### src/rtl/apb_master.sv
// Single-initiator APB requester: turns a valid/ready request into SETUP/ACCESS phases.
// Optional ACCESS-phase timeout abort is compiled in with `define APB_MASTER_TIMEOUT_EN.
module apb_master #(
    parameter int unsigned TIMEOUT = 255
) (
    input  logic        PCLK,
    input  logic        PRESET,
    input  logic        req_valid,
    output logic        req_ready,
    input  logic        req_write,
    input  logic [31:0] req_addr,
    input  logic [31:0] req_wdata,
    output logic        rsp_valid,
    output logic [31:0] rsp_rdata,
    output logic        rsp_err,
    output logic        PSEL,
    output logic        PENABLE,
    output logic        PWRITE,
    output logic [31:0] PADDR,
    output logic [31:0] PWDATA,
    input  logic [31:0] PRDATA,
    input  logic        PREADY
);

    typedef enum logic [1:0] {
        IDLE   = 2'd0,
        SETUP  = 2'd1,
        ACCESS = 2'd2
    } state_e;

    if (TIMEOUT < 1) begin : g_bad_timeout
        $error("apb_master: TIMEOUT must be at least 1");
    end

    state_e      state_q, state_d;
    logic        req_ready_q, req_ready_d;
    logic        psel_q, psel_d;
    logic        penable_q, penable_d;
    logic        pwrite_q, pwrite_d;
    logic [31:0] paddr_q, paddr_d;
    logic [31:0] pwdata_q, pwdata_d;
    logic        rsp_valid_q, rsp_valid_d;
    logic [31:0] rsp_rdata_q, rsp_rdata_d;
`ifdef APB_MASTER_TIMEOUT_EN
    logic        rsp_err_q, rsp_err_d;
    logic [31:0] timeout_cnt_q, timeout_cnt_d;
`endif

    // Next-state and next-output computation for the transfer sequencer
    always_comb begin
        state_d     = state_q;
        req_ready_d = req_ready_q;
        psel_d      = psel_q;
        penable_d   = penable_q;
        pwrite_d    = pwrite_q;
        paddr_d     = paddr_q;
        pwdata_d    = pwdata_q;
        rsp_valid_d = 1'b0;
        rsp_rdata_d = rsp_rdata_q;
`ifdef APB_MASTER_TIMEOUT_EN
        rsp_err_d     = 1'b0;
        timeout_cnt_d = timeout_cnt_q;
`endif
        case (state_q)
            IDLE: begin
                if (req_valid) begin
                    state_d     = SETUP;
                    req_ready_d = 1'b0;
                    psel_d      = 1'b1;
                    penable_d   = 1'b0;
                    pwrite_d    = req_write;
                    paddr_d     = req_addr;
                    pwdata_d    = req_wdata;
`ifdef APB_MASTER_TIMEOUT_EN
                    timeout_cnt_d = 32'd0;
`endif
                end else begin
                    state_d = IDLE;
                end
            end
            SETUP: begin
                state_d   = ACCESS;
                penable_d = 1'b1;
            end
            ACCESS: begin
                // A ready slave always wins, even in the cycle the wait limit is reached
                if (PREADY) begin
                    state_d     = IDLE;
                    req_ready_d = 1'b1;
                    psel_d      = 1'b0;
                    penable_d   = 1'b0;
                    rsp_valid_d = 1'b1;
                    if (!pwrite_q) begin
                        rsp_rdata_d = PRDATA;
                    end else begin
                        rsp_rdata_d = rsp_rdata_q;
                    end
`ifdef APB_MASTER_TIMEOUT_EN
                end else if (timeout_cnt_q >= 32'(TIMEOUT - 1)) begin
                    state_d     = IDLE;
                    req_ready_d = 1'b1;
                    psel_d      = 1'b0;
                    penable_d   = 1'b0;
                    rsp_valid_d = 1'b1;
                    rsp_err_d   = 1'b1;
                    rsp_rdata_d = 32'hDEAD_BEEF;
                end else begin
                    timeout_cnt_d = timeout_cnt_q + 32'd1;
                end
`else
                end else begin
                    state_d = ACCESS;
                end
`endif
            end
            default: begin
                state_d     = IDLE;
                req_ready_d = 1'b1;
                psel_d      = 1'b0;
                penable_d   = 1'b0;
            end
        endcase
    end

    // State and registered-output flops with asynchronous reset
    always_ff @(posedge PCLK or posedge PRESET) begin
        if (PRESET) begin
            state_q     <= IDLE;
            req_ready_q <= 1'b1;
            psel_q      <= 1'b0;
            penable_q   <= 1'b0;
            pwrite_q    <= 1'b0;
            paddr_q     <= 32'h0;
            pwdata_q    <= 32'h0;
            rsp_valid_q <= 1'b0;
            rsp_rdata_q <= 32'h0;
`ifdef APB_MASTER_TIMEOUT_EN
            rsp_err_q     <= 1'b0;
            timeout_cnt_q <= 32'd0;
`endif
        end else begin
            state_q     <= state_d;
            req_ready_q <= req_ready_d;
            psel_q      <= psel_d;
            penable_q   <= penable_d;
            pwrite_q    <= pwrite_d;
            paddr_q     <= paddr_d;
            pwdata_q    <= pwdata_d;
            rsp_valid_q <= rsp_valid_d;
            rsp_rdata_q <= rsp_rdata_d;
`ifdef APB_MASTER_TIMEOUT_EN
            rsp_err_q     <= rsp_err_d;
            timeout_cnt_q <= timeout_cnt_d;
`endif
        end
    end

    assign req_ready = req_ready_q;
    assign PSEL      = psel_q;
    assign PENABLE   = penable_q;
    assign PWRITE    = pwrite_q;
    assign PADDR     = paddr_q;
    assign PWDATA    = pwdata_q;
    assign rsp_valid = rsp_valid_q;
    assign rsp_rdata = rsp_rdata_q;
`ifdef APB_MASTER_TIMEOUT_EN
    assign rsp_err   = rsp_err_q;
`else
    assign rsp_err   = 1'b0;
`endif

endmodule

### config.mk
export PLATFORM = sky130hd
export DESIGN_NAME = apb_master
export DESIGN_NICKNAME = d
export VERILOG_FILES = /design/src/rtl/apb_master.sv
export SDC_FILE = /design/constraint.sdc
export NUM_CORES = 1
export LEC_CHECK = 0
export BUFFER_PORTS_ARGS = -buffer_cell sky130_fd_sc_hd__buf_2
export CORE_UTILIZATION = 45
export CTS_CLUSTER_SIZE = 20
export DETAILED_ROUTE_END_ITERATION = 16
export PLACE_DENSITY = 0.82
export SYNTH_ARGS = -nofsm -noshare
export SYNTH_HDL_FRONTEND = slang
export SYNTH_SLANG_ARGS = --single-unit
### constraint.sdc
create_clock -name PCLK -period 7.45 [get_ports PCLK]
set_input_delay 1.49 -clock PCLK [delete_from_list [all_inputs] [get_ports PCLK]]
set_output_delay 1.49 -clock PCLK [all_outputs]
set_load 0.05 [all_outputs]
# Word-level counts from Yosys, hierarchy flattened
# Cells that the tools add are included.
classes:
  addsub: 0
  multipliers: 0
  div: 0
  order_cmp: 0
  eq_ne: 4
  shift: 0
  mux: 12
  bitwise: 2
  reduce_logical: 5
op_table:
  columns: ["operator", "n"]
  rows:
  - ["$pmux W1 S3", 3]
  - ["$mux W1", 7]
  - ["$pmux W2 S3", 1]
  - ["$reduce_and A3 Y1", 2]
  - ["$ne A2 B2 Y1 const B", 2]
  - ["$reduce_and A2 Y1", 2]
  - ["$eq A2 B1 Y1 const B", 1]
  - ["$eq A2 B2 Y1 const B", 1]
  - ["$logic_not A2 Y1", 1]
  - ["$mux W2", 1]
  - ["$not A1 Y1", 2]
word_totals:
  ff_bits: 103
  latch_bits: 0
  mem_bits_rw: 0
  rom_bits: 0
  inputBits: 101
  out_inout_bits: 102
  elab_cells: 32
  n_memories: 0

# Depth between registers and ports, before layout
# Gate-level depths: netlist (run 1).
depth:
  depth_word: 3
  depth_mapped: 5
  ltp_nobuf: 3

# Least setup slack after synthesis (run 1)
# No wires, ideal clock.
synth_path:
  kind: "input to register"
  start: "in req_valid"
  end: "reg paddr_q[0] (netlist: PADDR[0])"
  setup_time_ns: 0.125
  arrival_ns: 2.349
  t_required_ns: 7.325
  path_slack_ns: 4.976
  stages: 5
  n_path_buf: 2
  path_cell_list: "nand2b_1 -> nor2_1 -> buf_4 -> buf_6 -> mux2_2"
synth_between:
  elab_chain_cells: 1
synth_rtl:
  columns: ["item", "line", "source"]
  rows:
  - ["start, declared", "8", "input logic req_valid,"]
  - ["$reduce_and A2 Y1 (no line)", null, null]
  - ["end signal, assigned", "147", "paddr_q <= paddr_d;"]
  - ["end, declared", "40", "logic [31:0] paddr_q, paddr_d;"]
# Every way passes these cells.
# A chain may end at the register's enable or synchronous reset.

# Worst setup path after layout (run 1)
layout_path:
  start: "in PREADY"
  end: "reg rsp_rdata_q[26] (netlist: rsp_rdata[26])"
layout_between:
  elab_chain_cells: 1
layout_rtl:
  columns: ["item", "line", "source"]
  rows:
  - ["start, declared", "22", "input logic PREADY"]
  - ["$reduce_and A3 Y1 (no line)", null, null]
  - ["end signal, assigned", "150", "rsp_rdata_q <= rsp_rdata_d;"]
  - ["end, declared", "43", "logic [31:0] rsp_rdata_q, rsp_rdata_d;"]
# Every way passes these cells.

==> out/qor_table.md, run 1 <==
| Metric | Value |
|---|---|
| Count of fill cells added during filler insertion | 710 |
| Initial DRC count | 62 |
| Placeable core region | 8680 µm² |
| Post-synth net total | 331 |
| Element type at the critical path end | flop |
| Setup Skew | 8.90 ps |
| CTS resizes | 0 |
| Via count of the first global-routing pass | 2,592 |
| Die ar. | 9290 µm² |
| Setup repair after global routing missed its margin | no |
| Final Hold Fails | 0 |
| Final sum of negative setup slack | 0 ps |
| Cell types occupying the most area after synthesis | dfrtp_1, mux2_2, mux2_4, buf_6, mux2_1 |
| Kind of start point of the critical path | input pin |
| Start-to-end type of the worst setup path | in2reg |
| Number of port buffers | 201 |
| Setup ws final | 4510 ps |
| Root buf cell | clkbuf_8 |
| Highest attainable clock frequency | 0.341 GHz |
| Flop-to-flop setup slack | 5230 ps |
| Combinational family with the most area after synthesis | multiplexers |
| Final estimated routing congestion in global placement | 0.738 |
| WL/cell | 14.7 µm |
| Number of placed I/O pins | 203 |
| Effective utilization at floorplan | 46.2% |
| Slew HR | 19.0% |
| Total number of nets in the final design | 533 |
| Number of sinks on the clock net | 103 |
| Ratio of cells with drive above 1 in the final layout | 72.2% |
| Tmin final | 2940 ps |
| Chip height | 96.4 µm |
| Mean Syn Cell Area | 17.4 µm² |
| Synthesized instance count | 230 |
| Clock tree from TritonCTS | done |
| Arrival time of data at the critical path endpoint | 3180 ps |
| Mux contribution to synthesized area | 30.3% |
| Count of synthesis-stage warnings from yosys | 0 |
| Number of antenna violations at the first check in global routing | 0 |
| Final Max Tran Viols | 0 |
| Flop and latch count out of synthesis | 103 |
| Quantity of hold-fixing buffers added after cts | 0 |
| Outcome | finished, final reports clean |
| Met3 layer usage reported by global route | 5.24% |
| Clock Path Buffers | 2 |
| Required time reported for the critical path endpoint | 7700 ps |
| Total via count after detailed routing | 2,567 |
| Combined flip-flop and latch cell area | 2580 µm² |
| Capture instance of the worst register-to-register path | rsp_rdata[26] |
| Launch instance of the worst min-delay path | PWDATA[7] |
| Post-synthesis cell type with the largest combined area | dfrtp_1 |
| Area of the multi-input gates | 1310 µm² |
| Share of the clock period used by the worst path after layout | 39.4% |
| First-pass iteration count of the detailed router | 4 |
| Xor and xnor area share after synthesis | 0% |
| FF-to-FF path depth | 3 |
| Overall track demand over capacity in global routing | 17.2% |
| Largest fanout of any net on the critical path | 32 |
| Clock latency at the later pin of the worst-skew pair | 340 ps |
| Post-synthesis compound-gate area fraction | 0.687% |
| Grt total ovfl | 0 |
| Detailed placement HPWL | 5850 µm |
| Remaining number of nets flagged by the antenna check after routing | 0 |
| Number of buffers created by CTS | 9 |
| Mapped Area | 4010 µm² |
| Die width | 96.4 µm |
| Maximum number of pins on one net before global-route repair | 67 |
| Adder-Cell Fraction of Synth Area | 0% |
| Class of the tightest hold or removal check | reg2reg |
| # Max-Cap Violations | 0 |
| Global-route met2 utilization | 29.2% |
| Total Wirelength | 7990 µm |
| Source of the critical timing path | PREADY |
| Site Rows | 34 |
| Area added between synthesis and finish | 30.9% |
| Routing layer with the top usage in global route | met2 |
| GR Layer Usage met1 | 20.1% |
| Final setup violating endpoints | 0 |
| Diode insertion count for antenna repair | 0 |
| Number of buffers inserted by post-CTS setup repair | 0 |
| End of the worst hold path | PWDATA[7] |
| First-pass GRT wire length | 12,000 µm |
| Post-synthesis cell type count | 19 |
| Actual transition at the worst max-transition pin | 1210 ps |
| Vias per inst | 4.72 |
| H-Tree Level Count | 3 |
| Post-detailed-route DRC marker count | 0 |
| Post-placement worst setup slack | 4120 ps |
| Worst Hold Margin | 500 ps |
| Hold path cells | 1 |
| Startpoint of the most critical register-to-register path | state_q[1] |
| Post-synthesis sequential area ratio | 64.3% |
| Clock transition at the registers of the reported paths | 100 ps |
| Area fraction of the dominant cell type after synthesis | 63.7% |
| Simple-gate area share of the yosys netlist | 1.40% |
## critical path, stage by stage
cell and delay, ps:
buf_2 110, and3b_1 180, nor2b_4 970, mux2_2 420
## flip-flops by register name, summed over array words and instances (netlist names)
| signal | count |
|---|---|
| rsp_rdata | 32 |
| PENABLE | 1 |
| state_q | 2 |
| PADDR | 32 |
| PWDATA | 32 |
| req_ready | 1 |
| PSEL | 1 |
| PWRITE | 1 |
| rsp_valid | 1 |
## logic make-up (layout without fill, tap and decap cells)
logic type,Yosys count,after routing
muxes,98,98
other,1,1
DFF,103,103
buffers and inverters,15,221
and+or+nand+nor,8,8
AOI/OAI and AO/OA,5,5
## synth_stat cells (all sizes together)
library cell  number
dfrtp            102
mux2              98
buf               12
a21oi              3
inv                3
nor2               3
a21o               1
and3b              1
conb               1
dfstp              1
nand2b             1
nand4bb            1
nor2b              1
nor3               1
o21ai              1
## per-layer routing
metal / vias to the layer above / routed length (µm)
met5: - / 0
met4: 0 / 165
met3: 17 / 635
met2: 118 / 3930
met1: 1235 / 3260
li1: 1197 / -
## how the worst max path moves through the flow
| stage | endpoint | slack (ps) | cells past startpoint |
|---|---|---|---|
| 6_report | rsp_rdata[26] | 4510 | 4 |
| 5_1_grt | rsp_rdata[26] | 4420 | 4 |
| 4_1_cts | rsp_rdata[26] | 4520 | 4 |
| 3_5_place_dp | rsp_rdata[26] | 4120 | 4 |
| 3_3_place_gp | rsp_rdata[25] | 4190 | 4 |
| 2_1_floorplan | PADDR[0] | 3260 | 1 |
## through the flow
| stage | std cells | instance area (µm²) | util [%] |
|---|---|---|---|
| floorplan | 230 | 4010 | - |
| global placement | 529 | 5060 | 58.3 |
| CTS | 544 | 5250 | 60.5 |
| finish | 544 | 5250 | 60.5 |
| global route | 544 | 5250 | 60.5 |
| detailed placement | 529 | 5060 | 58.3 |
## area by class of cell
type	count	area share [%]
inverter	3	0.262
sequential	103	49.1
timing repair buffer	203	19.5
tap	108	2.58
clock buffer	11	2.50
multi-input combinational	112	25.0
clock inverter	4	1.07
## cells in the final DEF (no fill, tap or decap), drive strengths merged
master,instances
nor2,3
nor2b,1
o21ai,1
a21oi,3
clkbuf,11
and3b,1
mux2,98
buf,203
conb,1
inv,4
a21o,1
bufinv,1
nand2b,1
nand4bb,1
clkinv,2
nor3,1
dfrtp,102
dfstp,1
Power of run 1 is not shown: default switching activity piles up to over one toggle a cycle in this logic, so the estimate is an artifact.
==> run 2, diff against run 1 <==
clock period = 2.8 ns   (was 7.45 ns; I/O delays follow)
==> out/qor_table.md, run 2 (same netlist as run 1, synthesis figures left out) <==
| Metric | Value |
|---|---|
| Outcome | finished, final reports clean |
| First-pass GRT wire length | 12,200 µm |
| Number of antenna violations at the first check in global routing | 0 |
| Via count of the first global-routing pass | 2,597 |
| Detailed placement HPWL | 6190 µm |
| Clock tree from TritonCTS | done |
| Class of the tightest hold or removal check | in2async |
| Largest fanout of any net on the critical path | 32 |
| Number of placed I/O pins | 203 |
| Worst Hold Margin | 338 ps |
| Overall track demand over capacity in global routing | 17.5% |
| Number of sinks on the clock net | 103 |
| Met3 wire len | 499 µm |
| Final Core Density | 60.6% |
| Met2 layer wire length in the routed design | 4220 µm |
| Clock Path Buffers | 2 |
| Initial DRC count | 62 |
| Slew HR | 46.2% |
| Final Max Tran Viols | 0 |
| Remaining number of nets flagged by the antenna check after routing | 0 |
| Total via count after detailed routing | 2,633 |
| Site Rows | 34 |
| Root buf cell | clkbuf_8 |
| Grt total ovfl | 0 |
| Number of buffers inserted by post-CTS setup repair | 0 |
| WL/cell | 15.1 µm |
| Clock transition at the registers of the reported paths | 100 ps |
| Total number of nets in the final design | 536 |
| Die width | 96.4 µm |
| Area of the multi-input gates | 1310 µm² |
| Highest attainable clock frequency | 0.532 GHz |
| CTS resizes | 0 |
| First-pass iteration count of the detailed router | 4 |
| Diode insertion count for antenna repair | 0 |
| Post-detailed-route DRC marker count | 0 |
| Element type at the critical path end | flop |
| Required time reported for the critical path endpoint | 3040 ps |
| Total Wirelength | 8260 µm |
| Area added between synthesis and finish | 31.3% |
| Quantity of hold-fixing buffers added after cts | 0 |
| Die ar. | 9290 µm² |
| Actual transition at the worst max-transition pin | 806 ps |
| Final estimated routing congestion in global placement | 0.774 |
| Clock latency at the later pin of the worst-skew pair | 350 ps |
| Count of fill cells added during filler insertion | 704 |
| WL met1 | 3340 µm |
| Placeable core region | 8680 µm² |
| Number of port buffers | 201 |
| Arrival time of data at the critical path endpoint | 2120 ps |
| Start-to-end type of the worst setup path | reg2reg |
| Final Hold Fails | 0 |
| Commonest cells after routing, fill and taps aside | buf_2, dfrtp_1, mux2_2 |
| Share of the clock period used by the worst path after layout | 67.1% |
| Chip height | 96.4 µm |
| Combined flip-flop and latch cell area | 2580 µm² |
| Setup Skew | 13.3 ps |
| Ratio of cells with drive above 1 in the final layout | 72.5% |
| Final sum of negative setup slack | 0 ps |
| Uppermost signal routing layer after detailed routing | met4 |
| Maximum number of pins on one net before global-route repair | 50 |
| # Max-Cap Violations | 0 |
| Final setup violating endpoints | 0 |
| H-Tree Level Count | 3 |
| Most common cell after layout, fill and taps aside | buf_2 |
| Number of buffers created by CTS | 9 |
| Setup repair after global routing missed its margin | no |
| Vias per inst | 4.80 |
| Effective utilization at floorplan | 46.2% |
| Tmin final | 1880 ps |
| Kind of start point of the critical path | flop |
## run 2: cell types whose count changed in the layout (fill, tap and decap cells not counted)
cell,change
buf_4,+2
buf_12,+1
inv_4,-1
clkinvlp_4,+5
inv_6,-1
clkinv_4,-2
clkinv_2,+1
bufinv_16,-1
## run 2: worst max-delay path, cell delays in order, from the launching register on
cell     delay [ps]
dfrtp_1         510
and3b_1         240
nor2b_4         140
buf_4           470
mux2_2          410
## run 2: layout make-up
class | count | share of cell area (%)
clock buffer | 11 | 2.50
multi-input combinational | 112 | 24.9
tap | 108 | 2.57
timing repair buffer | 206 | 20.1
sequential | 103 | 49.0
inverter | 3 | 0.285
clock inverter | 5 | 0.666
## run 2: per-stage QoR
step           area, µm²  setup slack, ps  cells
3_5_place_dp        5100              785    532
3_3_place_gp        5100              867    532
5_1_grt             5260              857    548
6_report            5260              921    548
4_1_cts             5260              920    548
2_1_floorplan       4010             1010    230
## run 2: final timing paths
path                                  to  slack (ps)        from  depth (start not counted)
setup reg to reg           rsp_rdata[26]         920  state_q[1]                          4
hold / removal             rsp_rdata[23]         340      PRESET                          2
min in group PCLK          rsp_rdata[16]         430  PRDATA[16]                          2
hold reg to reg                PWDATA[6]         500   PWDATA[6]                          1
setup / recovery           rsp_rdata[26]         920  state_q[1]                          4
max in group asynchronous      PWDATA[4]        1750      PRESET                          3
## run 2: metal layers
metal / GRT usage (%) / vias to the layer above
li1: - / 1207
met1: 20.4 / 1296
met3: 3.99 / 17
met2: 30.1 / 113
met5: 0 / -
met4: 9.07 / 0
Power of run 2 is left out for the same reason.
==> run 3, diff against run 2 <==
CORE_UTILIZATION = 41   (was 45)
PLACE_DENSITY = 0.79   (was 0.82)
clock period = 1.5 ns   (was 2.8 ns; I/O delays follow)
==> out/qor_table.md, run 3 (same netlist as run 1, synthesis figures left out) <==
| Metric | Value |
|---|---|
| Required time reported for the critical path endpoint | 1720 ps |
| Placeable core region | 9370 µm² |
| Clock latency at the later pin of the worst-skew pair | 350 ps |
| Setup repair after global routing missed its margin | yes |
| Element type at the critical path end | flop |
| Family with the most delay on the worst path | simple AND/OR/NAND/NOR gates |
| Via count of the first global-routing pass | 2,763 |
| Ratio of cells with drive above 1 in the final layout | 73.7% |
| Combined flip-flop and latch cell area | 2580 µm² |
| Grt total ovfl | 0 |
| Slew HR | 62.0% |
| H-Tree Level Count | 3 |
| Setup ws final | -2.76 ps |
| Detailed placement HPWL | 6200 µm |
| Commonest cells after routing, fill and taps aside | buf_2, dfrtp_1, mux2_2 |
| Startpoint of the most critical register-to-register path | state_q[0] |
| WL met1 | 3520 µm |
| Master of the slowest instance on the critical path | dfrtp_1 |
| Die ar. | 10,200 µm² |
| Area added between synthesis and finish | 37.5% |
| Outcome | finished, violations left |
| Met2 layer wire length in the routed design | 4620 µm |
| Total via count after detailed routing | 2,693 |
| Number of placed I/O pins | 203 |
| Count of fill cells added during filler insertion | 787 |
| Post-placement worst setup slack | 9.39 ps |
| Uppermost signal routing layer after detailed routing | met4 |
| FF-to-FF path depth | 4 |
| Root buf cell | clkbuf_8 |
| Clock tree from TritonCTS | done |
| Final Max Tran Viols | 0 |
| Final estimated routing congestion in global placement | 0.726 |
| Total number of nets in the final design | 548 |
| Number of buffers created by CTS | 9 |
| Vias per inst | 4.64 |
| Capture instance of the worst register-to-register path | rsp_rdata[7] |
| Diode insertion count for antenna repair | 0 |
| Final setup violating endpoints | 2 |
| Initial DRC count | 35 |
| Arrival time of data at the critical path endpoint | 1730 ps |
| Setup Skew | 12.1 ps |
| Number of buffer and inverter instances along the worst setup path | 1 |
| Clock Path Buffers | 2 |
| WL/cell | 15.3 µm |
| Total Wirelength | 8900 µm |
| Start-to-end type of the worst setup path | reg2reg |
| Most common cell after layout, fill and taps aside | buf_2 |
| Highest attainable clock frequency | 0.665 GHz |
| Clock transition at the registers of the reported paths | 100 ps |
| # Max-Cap Violations | 0 |
| Ordered cell list for the critical path | and3b_1 > nor2b_4 > buf_12 > mux2_4 |
| Number of antenna violations at the first check in global routing | 0 |
| Effective utilization at floorplan | 42.8% |
| Met3 wire len | 657 µm |
| Chip height | 101 µm |
| Largest fanout of any net on the critical path | 18 |
| Violations in the final reports | setup timing |
| Post-detailed-route DRC marker count | 0 |
| Maximum number of pins on one net before global-route repair | 104 |
| Actual transition at the worst max-transition pin | 570 ps |
| Number of sinks on the clock net | 103 |
| Overall track demand over capacity in global routing | 16.6% |
| Kind of start point of the critical path | flop |
| First-pass iteration count of the detailed router | 4 |
| Die width | 101 µm |
| Site Rows | 35 |
| Area of the multi-input gates | 1320 µm² |
| Number of port buffers | 201 |
| Remaining number of nets flagged by the antenna check after routing | 0 |
| Crit-path max cell delay | 400 ps |
| Class of the tightest hold or removal check | in2async |
| Final Hold Fails | 0 |
| First-pass GRT wire length | 13,200 µm |
| Tmin final | 1500 ps |
| Share of the clock period used by the worst path after layout | 100% |
| Flop-to-flop setup slack | -3 ps |
-- run 3: cell types whose count changed in the layout (fill, tap and decap cells not counted), sizes merged --
cell / delta
buf: +8
clkbuf: +3
inv: +3
clkinv: +1
clkinvlp: -3
-- run 3: what timing repair did --
action / 4_1_cts / 5_1_grt
setup buffers: 0 / 1
hold buffers: 0 / 0
cloned: 0 / 4
gates resized for setup: 1 / 6
pin swaps: 0 / 1
setup endpoints to repair: 3 / 81
-- run 3: final cells by class --
type / count / share of cell area, %
multi-input combinational: 112 / 24.0
inverter: 3 / 0.272
clock buffer: 10 / 2.32
timing repair buffer: 218 / 22.9
tap: 129 / 2.93
sequential: 103 / 46.8
clock inverter: 6 / 0.795
-- run 3: how the worst max path moves through the flow --
stage | startpoint | end | slack (ps) | cells after the start
6_report | state_q[0] | rsp_rdata[7] | -3 | 4
5_1_grt | state_q[0] | rsp_rdata[14] | -70 | 4
4_1_cts | state_q[0] | PWDATA[21] | -4 | 4
3_5_place_dp | state_q[0] | PADDR[14] | 9 | 4
3_3_place_gp | state_q[0] | rsp_rdata[5] | 50 | 4
2_1_floorplan | PRESET | PADDR[0] | -30 | 1
-- run 3: routing by layer --
| metal | up-vias | global-route usage, % |
|---|---|---|
| li1 | 1238 | - |
| met2 | 114 | 29.9 |
| met1 | 1330 | 19.4 |
| met3 | 11 | 4.30 |
| met4 | 0 | 4.79 |
| met5 | - | 0 |
-- run 3: through the flow --
stage	hold slack [ps]	util [%]	setup TNS [ps]	cell area [µm²]	instances
finish	69.3	58.8	-4.71	5510	581
global route	138	58.8	-1590	5510	581
CTS	115	57.4	-12.3	5380	576
detailed placement	473	55.5	0	5200	560
global placement	466	55.5	0	5200	560
floorplan	435	-	-3140	4010	230
-- run 3: worst reg2reg max path, stage by stage, from the launching register on --
cell	delay (ps)
dfrtp_1	400
and3b_1	250
nor2b_4	220
buf_12	200
mux2_4	320
Power of run 3 is left out for the same reason.
